==> src/rtl/dp_pipe.sv <==
// dp_pipe: two-stage (register read / execute) pipelined datapath with writeback.
// Define DP_PIPE_BYPASS_EN to forward the ALU result on a hazard instead of stalling.
module dp_pipe #(
    parameter int WIDTH = 32,
    parameter int NREGS = 32,
    parameter int IMM_W = 16
) (
    input  logic                     clk,
    input  logic                     rst_n,
    input  logic                     in_valid,
    output logic                     in_ready,
    input  logic [$clog2(NREGS)-1:0] rs,
    input  logic [$clog2(NREGS)-1:0] rt,
    input  logic [$clog2(NREGS)-1:0] rd,
    input  logic [3:0]               op,
    input  logic [IMM_W-1:0]         imm,
    input  logic                     sel,
    output logic                     out_valid,
    output logic [WIDTH-1:0]         result,
    output logic                     zero,
    output logic                     carry,
    output logic                     overflow
);
    localparam int AW = $clog2(NREGS);
    localparam int EW = IMM_W > WIDTH ? IMM_W : WIDTH;
    localparam logic [3:0] OP_AND = 4'b0000, OP_OR = 4'b0001, OP_ADD = 4'b0010,
                           OP_SUB = 4'b0110, OP_SLT = 4'b0111, OP_NOR = 4'b1100;

    function automatic logic legal(input logic [3:0] o);
        return o inside {OP_AND, OP_OR, OP_ADD, OP_SUB, OP_SLT, OP_NOR};
    endfunction

    logic [WIDTH-1:0] regs_q [NREGS];
    logic [WIDTH-1:0] regs_d [NREGS];
    logic [WIDTH-1:0] a_q, a_d, b_q, b_d, res_q, res_d;
    logic [AW-1:0]    rd_q, rd_d;
    logic [3:0]       op_q, op_d;
    logic             v_q, v_d, ov_q, ov_d, z_q, z_d, c_q, c_d, o_q, o_d;

    logic [WIDTH:0]   sum;
    logic [WIDTH-1:0] addend, alu_r, ra, rb, imm_x;
    logic [EW-1:0]    imm_s, imm_z;
    logic             alu_c, alu_o, rd_hit, hit_a, hit_b;

    always_comb begin
        addend = op_q == OP_SUB ? ~b_q : b_q;
        sum    = {1'b0, a_q} + {1'b0, addend} + {{WIDTH{1'b0}}, op_q == OP_SUB};
        alu_r  = '0;
        alu_c  = 1'b0;
        alu_o  = 1'b0;
        case (op_q)
            OP_AND: alu_r = a_q & b_q;
            OP_OR:  alu_r = a_q | b_q;
            OP_NOR: alu_r = ~(a_q | b_q);
            OP_SLT: alu_r = {{(WIDTH-1){1'b0}}, $signed(a_q) < $signed(b_q)};
            OP_ADD, OP_SUB: begin
                alu_r = sum[WIDTH-1:0];
                alu_c = sum[WIDTH];
                alu_o = (a_q[WIDTH-1] == addend[WIDTH-1]) && (sum[WIDTH-1] != a_q[WIDTH-1]);
            end
            default: ;
        endcase
    end

    // The RD-stage instruction writes back on the edge that moves it to EX
    assign rd_hit = v_q && legal(op_q) && rd_q != '0;
    assign hit_a  = rd_hit && rs == rd_q;
    assign hit_b  = rd_hit && !sel && rt == rd_q;

    always_comb begin
        imm_s = EW'($signed(imm));
        imm_z = EW'(imm);
        imm_x = op inside {OP_ADD, OP_SUB, OP_SLT} ? imm_s[WIDTH-1:0] : imm_z[WIDTH-1:0];
`ifdef DP_PIPE_BYPASS_EN
        in_ready = 1'b1;
        ra = hit_a ? alu_r : (rs == '0 ? '0 : regs_q[rs]);
        rb = hit_b ? alu_r : (rt == '0 ? '0 : regs_q[rt]);
`else
        in_ready = !(in_valid && (hit_a || hit_b));
        ra = rs == '0 ? '0 : regs_q[rs];
        rb = rt == '0 ? '0 : regs_q[rt];
`endif
        a_d  = ra;
        b_d  = sel ? imm_x : rb;
        rd_d = rd;
        op_d = op;
        v_d  = in_valid && in_ready;
        ov_d = v_q;
        res_d = v_q ? alu_r : res_q;
        z_d   = v_q ? legal(op_q) && alu_r == '0 : z_q;
        c_d   = v_q ? alu_c : c_q;
        o_d   = v_q ? alu_o : o_q;
        regs_d = regs_q;
        if (rd_hit) regs_d[rd_q] = alu_r;
    end

    always_ff @(posedge clk or negedge rst_n) begin
        if (!rst_n) begin
            for (int i = 0; i < NREGS; i++) regs_q[i] <= WIDTH'(i);
            a_q   <= '0;
            b_q   <= '0;
            rd_q  <= '0;
            op_q  <= '0;
            v_q   <= 1'b0;
            ov_q  <= 1'b0;
            res_q <= '0;
            z_q   <= 1'b0;
            c_q   <= 1'b0;
            o_q   <= 1'b0;
        end else begin
            regs_q <= regs_d;
            a_q    <= a_d;
            b_q    <= b_d;
            rd_q   <= rd_d;
            op_q   <= op_d;
            v_q    <= v_d;
            ov_q   <= ov_d;
            res_q  <= res_d;
            z_q    <= z_d;
            c_q    <= c_d;
            o_q    <= o_d;
        end
    end

    assign out_valid = ov_q;
    assign result    = res_q;
    assign zero      = z_q;
    assign carry     = c_q;
    assign overflow  = o_q;
endmodule

==> config.mk <==
export PLATFORM = sky130hd
export DESIGN_NAME = dp_pipe
export DESIGN_NICKNAME = d
export VERILOG_FILES = /design/src/rtl/dp_pipe.sv
export SDC_FILE = /design/constraint.sdc
export NUM_CORES = 2
export LEC_CHECK = 0
export CORE_MARGIN = 4
export CORE_UTILIZATION = 60
export DETAILED_ROUTE_END_ITERATION = 10
export HOLD_SLACK_MARGIN = 0.03
export PLACE_DENSITY = 0.77
export RECOVER_POWER = 100
export SLEW_MARGIN = 30
export SYNTH_ARGS = -nofsm -noshare
export SYNTH_HDL_FRONTEND = slang
export SYNTH_SLANG_ARGS = --single-unit
==> constraint.sdc <==
create_clock -name clk -period 7.4 [get_ports clk]
set_clock_uncertainty 0.15 [all_clocks]
set_input_delay 1.48 -clock clk [delete_from_list [all_inputs] [get_ports clk]]
set_output_delay 1.48 -clock clk [all_outputs]
set_load 0.05 [all_outputs]
==> qor.txt <==
====================================================================
Category of the critical setup timing path              primary input to register
Synthesized area divided by synthesized cell count          10.6 µm²
Crit path buf inv count                                            3
H-tree level count                                                 3
Met1 usage                                                     49.2%
Internal reg-to-reg setup slack                              0.82 ns
Largest net degree at the start of global routing                191
Number of synthesized flops with an enable pin                     0
Drt wl/cell                                                  27.9 µm
Layout cell share with drive strength beyond 1                 17.0%
Placeable core region                                     100000 µm²
Starting density of the core                                   60.5%
Violated checks                                         capacitance limit, slew limit
Remaining max-slew budget at the tightest pin                  -152%
Antenna viol nets, final                                           0
Number of slew-limit violations in the final report              865
WP data arrival                                              7.36 ns
Reg-to-Reg Start                                        op_q[1]$_DFF_PN0_
Max stage delay cell, worst path                        sky130_fd_sc_hd__or2_1
Clock sink total                                                1134
Endpoints failing setup                                            0
Startpoint Class                                        primary input
Critical path capture point type                            register
CP cell instances                                       clkbuf_1, buf_4, or2_1, buf_12, o221ai_1, o22ai_1, nor3_1, a21oi_1, o21ai_0
Global routing's busiest layer                                  met2
Height of the die                                             326 µm
Hold Path Stages                                                   0
Total congestion overflow after global routing                     0
Endpoint of the worst register-to-register path         zero$_DFFE_PN0P_
Status                                                  complete, but fails checks
Drt first-iter violations                                       5955
Inserted Clock Buffers                                           115
Hold Buf Count CTS                                                 0
DR vias                                                        47100
Fraction of registers with async set/reset                      100%
Via count of the first global-routing pass                     47300
Post-synthesis sequential area ratio                           46.9%
Clock latency at the later pin of the worst-skew pair        0.74 ns
Launch instance of the worst min-delay path             regs_q[1003]$_DFFE_PN0P_
Static Leak                                                0.0278 µW
GPL Wtd Cong                                                   0.947
Total negative setup slack                                      0 ns
Horizontal extent of the die                                  326 µm
Post-place setup slack                                       1.75 ns
HP Class                                                register to register
Area added between synthesis and finish                        9.19%
Max-cap violation count                                           19
Register-to-Register Path Depth                                   15
Cell at the root of the clock tree                      sky130_fd_sc_hd__clkbuf_16
First element of the critical path                             rt[2]
Global Route met3 Usage                                        8.85%
Number of setup buffers added after CTS                            0
Worst path setup slack after routing                        0.457 ns
Vias/cell                                                       6.82
Post-Synthesis Cell Area                                   60700 µm²
Total of buffers placed on input and output ports                 75
Std-Cell Rows                                                    116
Number of storage elements in the synthesis netlist             1134
Required time at the endpoint of the critical path           7.82 ns
Endpoint of the worst hold path                         regs_q[1003]$_DFFE_PN0P_
Final #Nets                                                     5618
Clock tree from TritonCTS                                        yes
Post-synthesis cell type count                                    72
Power density of the placed cells                         216 nW/µm²
Post-route clock period utilization                            93.8%
Largest vdd supply drop                                       208 µV
Global-route wire length before repair                     291000 µm
Drt total wl                                               193000 µm
Most used flip-flop cell after synthesis                sky130_fd_sc_hd__dfrtp_1
Number of warnings issued by yosys                                 0
Setup repair after global routing missed its margin            false
Clock Tree Buf Depth                                               3
Crit-path leading delay family                          simple AND/OR/NAND/NOR gates
Met2 track demand over resource in global routing              54.5%
# DRC                                                              0
Actual slew at the worst max-slew pin                        3.77 ns
Post-cts sizing count                                              0
Worst-path clk slew                                          0.06 ns
Number of hold violations in the final report                      0
Peak Freq                                                  0.144 GHz
Total routing usage reported by global routing                 36.1%
Cells after Synth                                               5720
Net Count, Synth                                                5893
Sum of net half-perimeters after detailed placement        106000 µm
Ports placed on the boundary                                      76
Initial antenna violation count                                    8
CP max stage delay                                           2.30 ns
Clock period minus worst slack                               6.94 ns
Highest net fanout along the worst path                           58
Overall die area                                          106000 µm²
Total iterations of the first detailed-routing run                 8
====================================================================
==> final cells by class <==
type,count,area [µm²]
timing repair buffer,176,1610
fill,7418,34000
clock inverter,48,517
multi-input combinational,3925,30200
tap,1357,1700
antenna,3,7.51
sequential,1134,28500
inverter,93,349
clock buffer,166,3380
==> per-stage QoR <==
stage          hold WS (ns)  total power [µW]  std cells  util [%]  cell area (µm²)
6_report              0.251             14300       6902      66.1            66300
5_1_grt               0.264             14700       6899      66.1            66200
4_1_cts               0.250             14300       6894      66.1            66300
3_5_place_dp          0.237              8360       6680      62.2            62400
3_3_place_gp          0.230              8310       6679      62.1            62300
2_1_floorplan         0.202              7730       5720         -            60700
==> state kept, by name, indices dropped and copies added, names as in the netlist <==
| register | flops |
|---|---|
| carry | 1 |
| result | 32 |
| rd_q | 5 |
| ov_d | 1 |
| regs_q | 1024 |
| out_valid | 1 |
| b_q | 32 |
| op_q | 4 |
| a_q | 32 |
| zero | 1 |
| overflow | 1 |
==> report_power, final <==
part	total, µW	switching (µW)	internal, µW
Sequential	6660	208	6450
Combinational	1620	1040	588
Clock	6000	2600	3400
Total	14300	3840	10400
==> metal layers <==
metal	vias up	share of wire, %
li1	20100	-
met5	-	0.013
met3	738	11
met2	2905	45
met1	23400	38
met4	4	6.1
==> logic make-up after synthesis <==
logic type	count (synthesis)	synth area share, %
XOR/XNOR	63	0.909
buffers and inverters	661	4.12
AO/OA/AOI/OAI	1646	14.8
flip-flops	1134	46.9
adder cells (fa/ha/maj)	134	2.78
multiplexers	736	21.6
AND/OR/NAND/NOR	1346	8.85
==> synthesized netlist by cell type (3+ instances only) <==
master                     instances  area [µm²]
sky130_fd_sc_hd__o21ai_0        1112        5570
sky130_fd_sc_hd__nand2_1        1076        4040
sky130_fd_sc_hd__dfrtp_1        1054       26400
sky130_fd_sc_hd__clkbuf_1        482        1810
sky130_fd_sc_hd__mux4_2          451       10200
sky130_fd_sc_hd__a21oi_1         241        1210
sky130_fd_sc_hd__mux2i_1         222        2220
sky130_fd_sc_hd__nor2_1          135         507
sky130_fd_sc_hd__ha_1            133        1660
sky130_fd_sc_hd__inv_1            93         349
sky130_fd_sc_hd__o22ai_1          86         538
sky130_fd_sc_hd__dfstp_2          80        2100
sky130_fd_sc_hd__buf_1            71         267
sky130_fd_sc_hd__o221ai_1         64         561
sky130_fd_sc_hd__mux2_2           63         709
sky130_fd_sc_hd__xnor2_1          48         420
sky130_fd_sc_hd__a22oi_1          44         330
sky130_fd_sc_hd__nor3_1           44         220
sky130_fd_sc_hd__xor2_1           15         131
sky130_fd_sc_hd__nand3_1          14        70.1
sky130_fd_sc_hd__buf_2            12        60.1
sky130_fd_sc_hd__nand4_1          12        75.1
sky130_fd_sc_hd__a211oi_1         11        82.6
sky130_fd_sc_hd__o22a_1           11        96.3
sky130_fd_sc_hd__a31oi_1           9        56.3
sky130_fd_sc_hd__and2_1            9        56.3
sky130_fd_sc_hd__nor2b_1           9        56.3
sky130_fd_sc_hd__and4_1            8        70.1
sky130_fd_sc_hd__nor4_1            8        50.1
sky130_fd_sc_hd__and3_1            7        43.8
sky130_fd_sc_hd__o21bai_1          7        52.6
sky130_fd_sc_hd__nor3b_1           6        45.0
sky130_fd_sc_hd__o21a_1            6        45.0
sky130_fd_sc_hd__a21o_1            5        37.5
sky130_fd_sc_hd__o31ai_1           5        37.5
sky130_fd_sc_hd__o32ai_1           5        43.8
sky130_fd_sc_hd__o211ai_1          4        30.0
sky130_fd_sc_hd__o21ai_1           4        20.0
sky130_fd_sc_hd__a211o_1           3        26.3
sky130_fd_sc_hd__a21boi_0          3        22.5
sky130_fd_sc_hd__clkbuf_2          3        15.0
sky130_fd_sc_hd__nand2b_1          3        18.8
sky130_fd_sc_hd__o31a_1            3        26.3
sky130_fd_sc_hd__or3_1             3        18.8
==> how the worst max path moves through the flow <==
stage	endpoint	slack, ns	cells past startpoint
final	b_q[1]$_DFF_PN0_	0.46	9
after global routing	zero$_DFFE_PN0P_	0.59	15
after CTS	in_ready	1.46	9
after detailed placement	in_ready	1.75	7
after global placement	in_ready	1.78	7
after floorplan	in_ready	2.11	10
==> cell usage in the layout, fill, tap and decap left out, types with 86 or more instances in the layout <==
| cell | count |
|---|---|
| sky130_fd_sc_hd__o22ai_1 | 86 |
| sky130_fd_sc_hd__o21ai_0 | 1116 |
| sky130_fd_sc_hd__mux2i_1 | 222 |
| sky130_fd_sc_hd__dfrtp_1 | 1053 |
| sky130_fd_sc_hd__ha_1 | 133 |
| sky130_fd_sc_hd__mux4_2 | 451 |
| sky130_fd_sc_hd__inv_1 | 93 |
| sky130_fd_sc_hd__nand2_1 | 1049 |
| sky130_fd_sc_hd__nor2_1 | 131 |
| sky130_fd_sc_hd__a21oi_1 | 237 |
| sky130_fd_sc_hd__clkbuf_16 | 115 |
(Power assumes the default switching activity.)
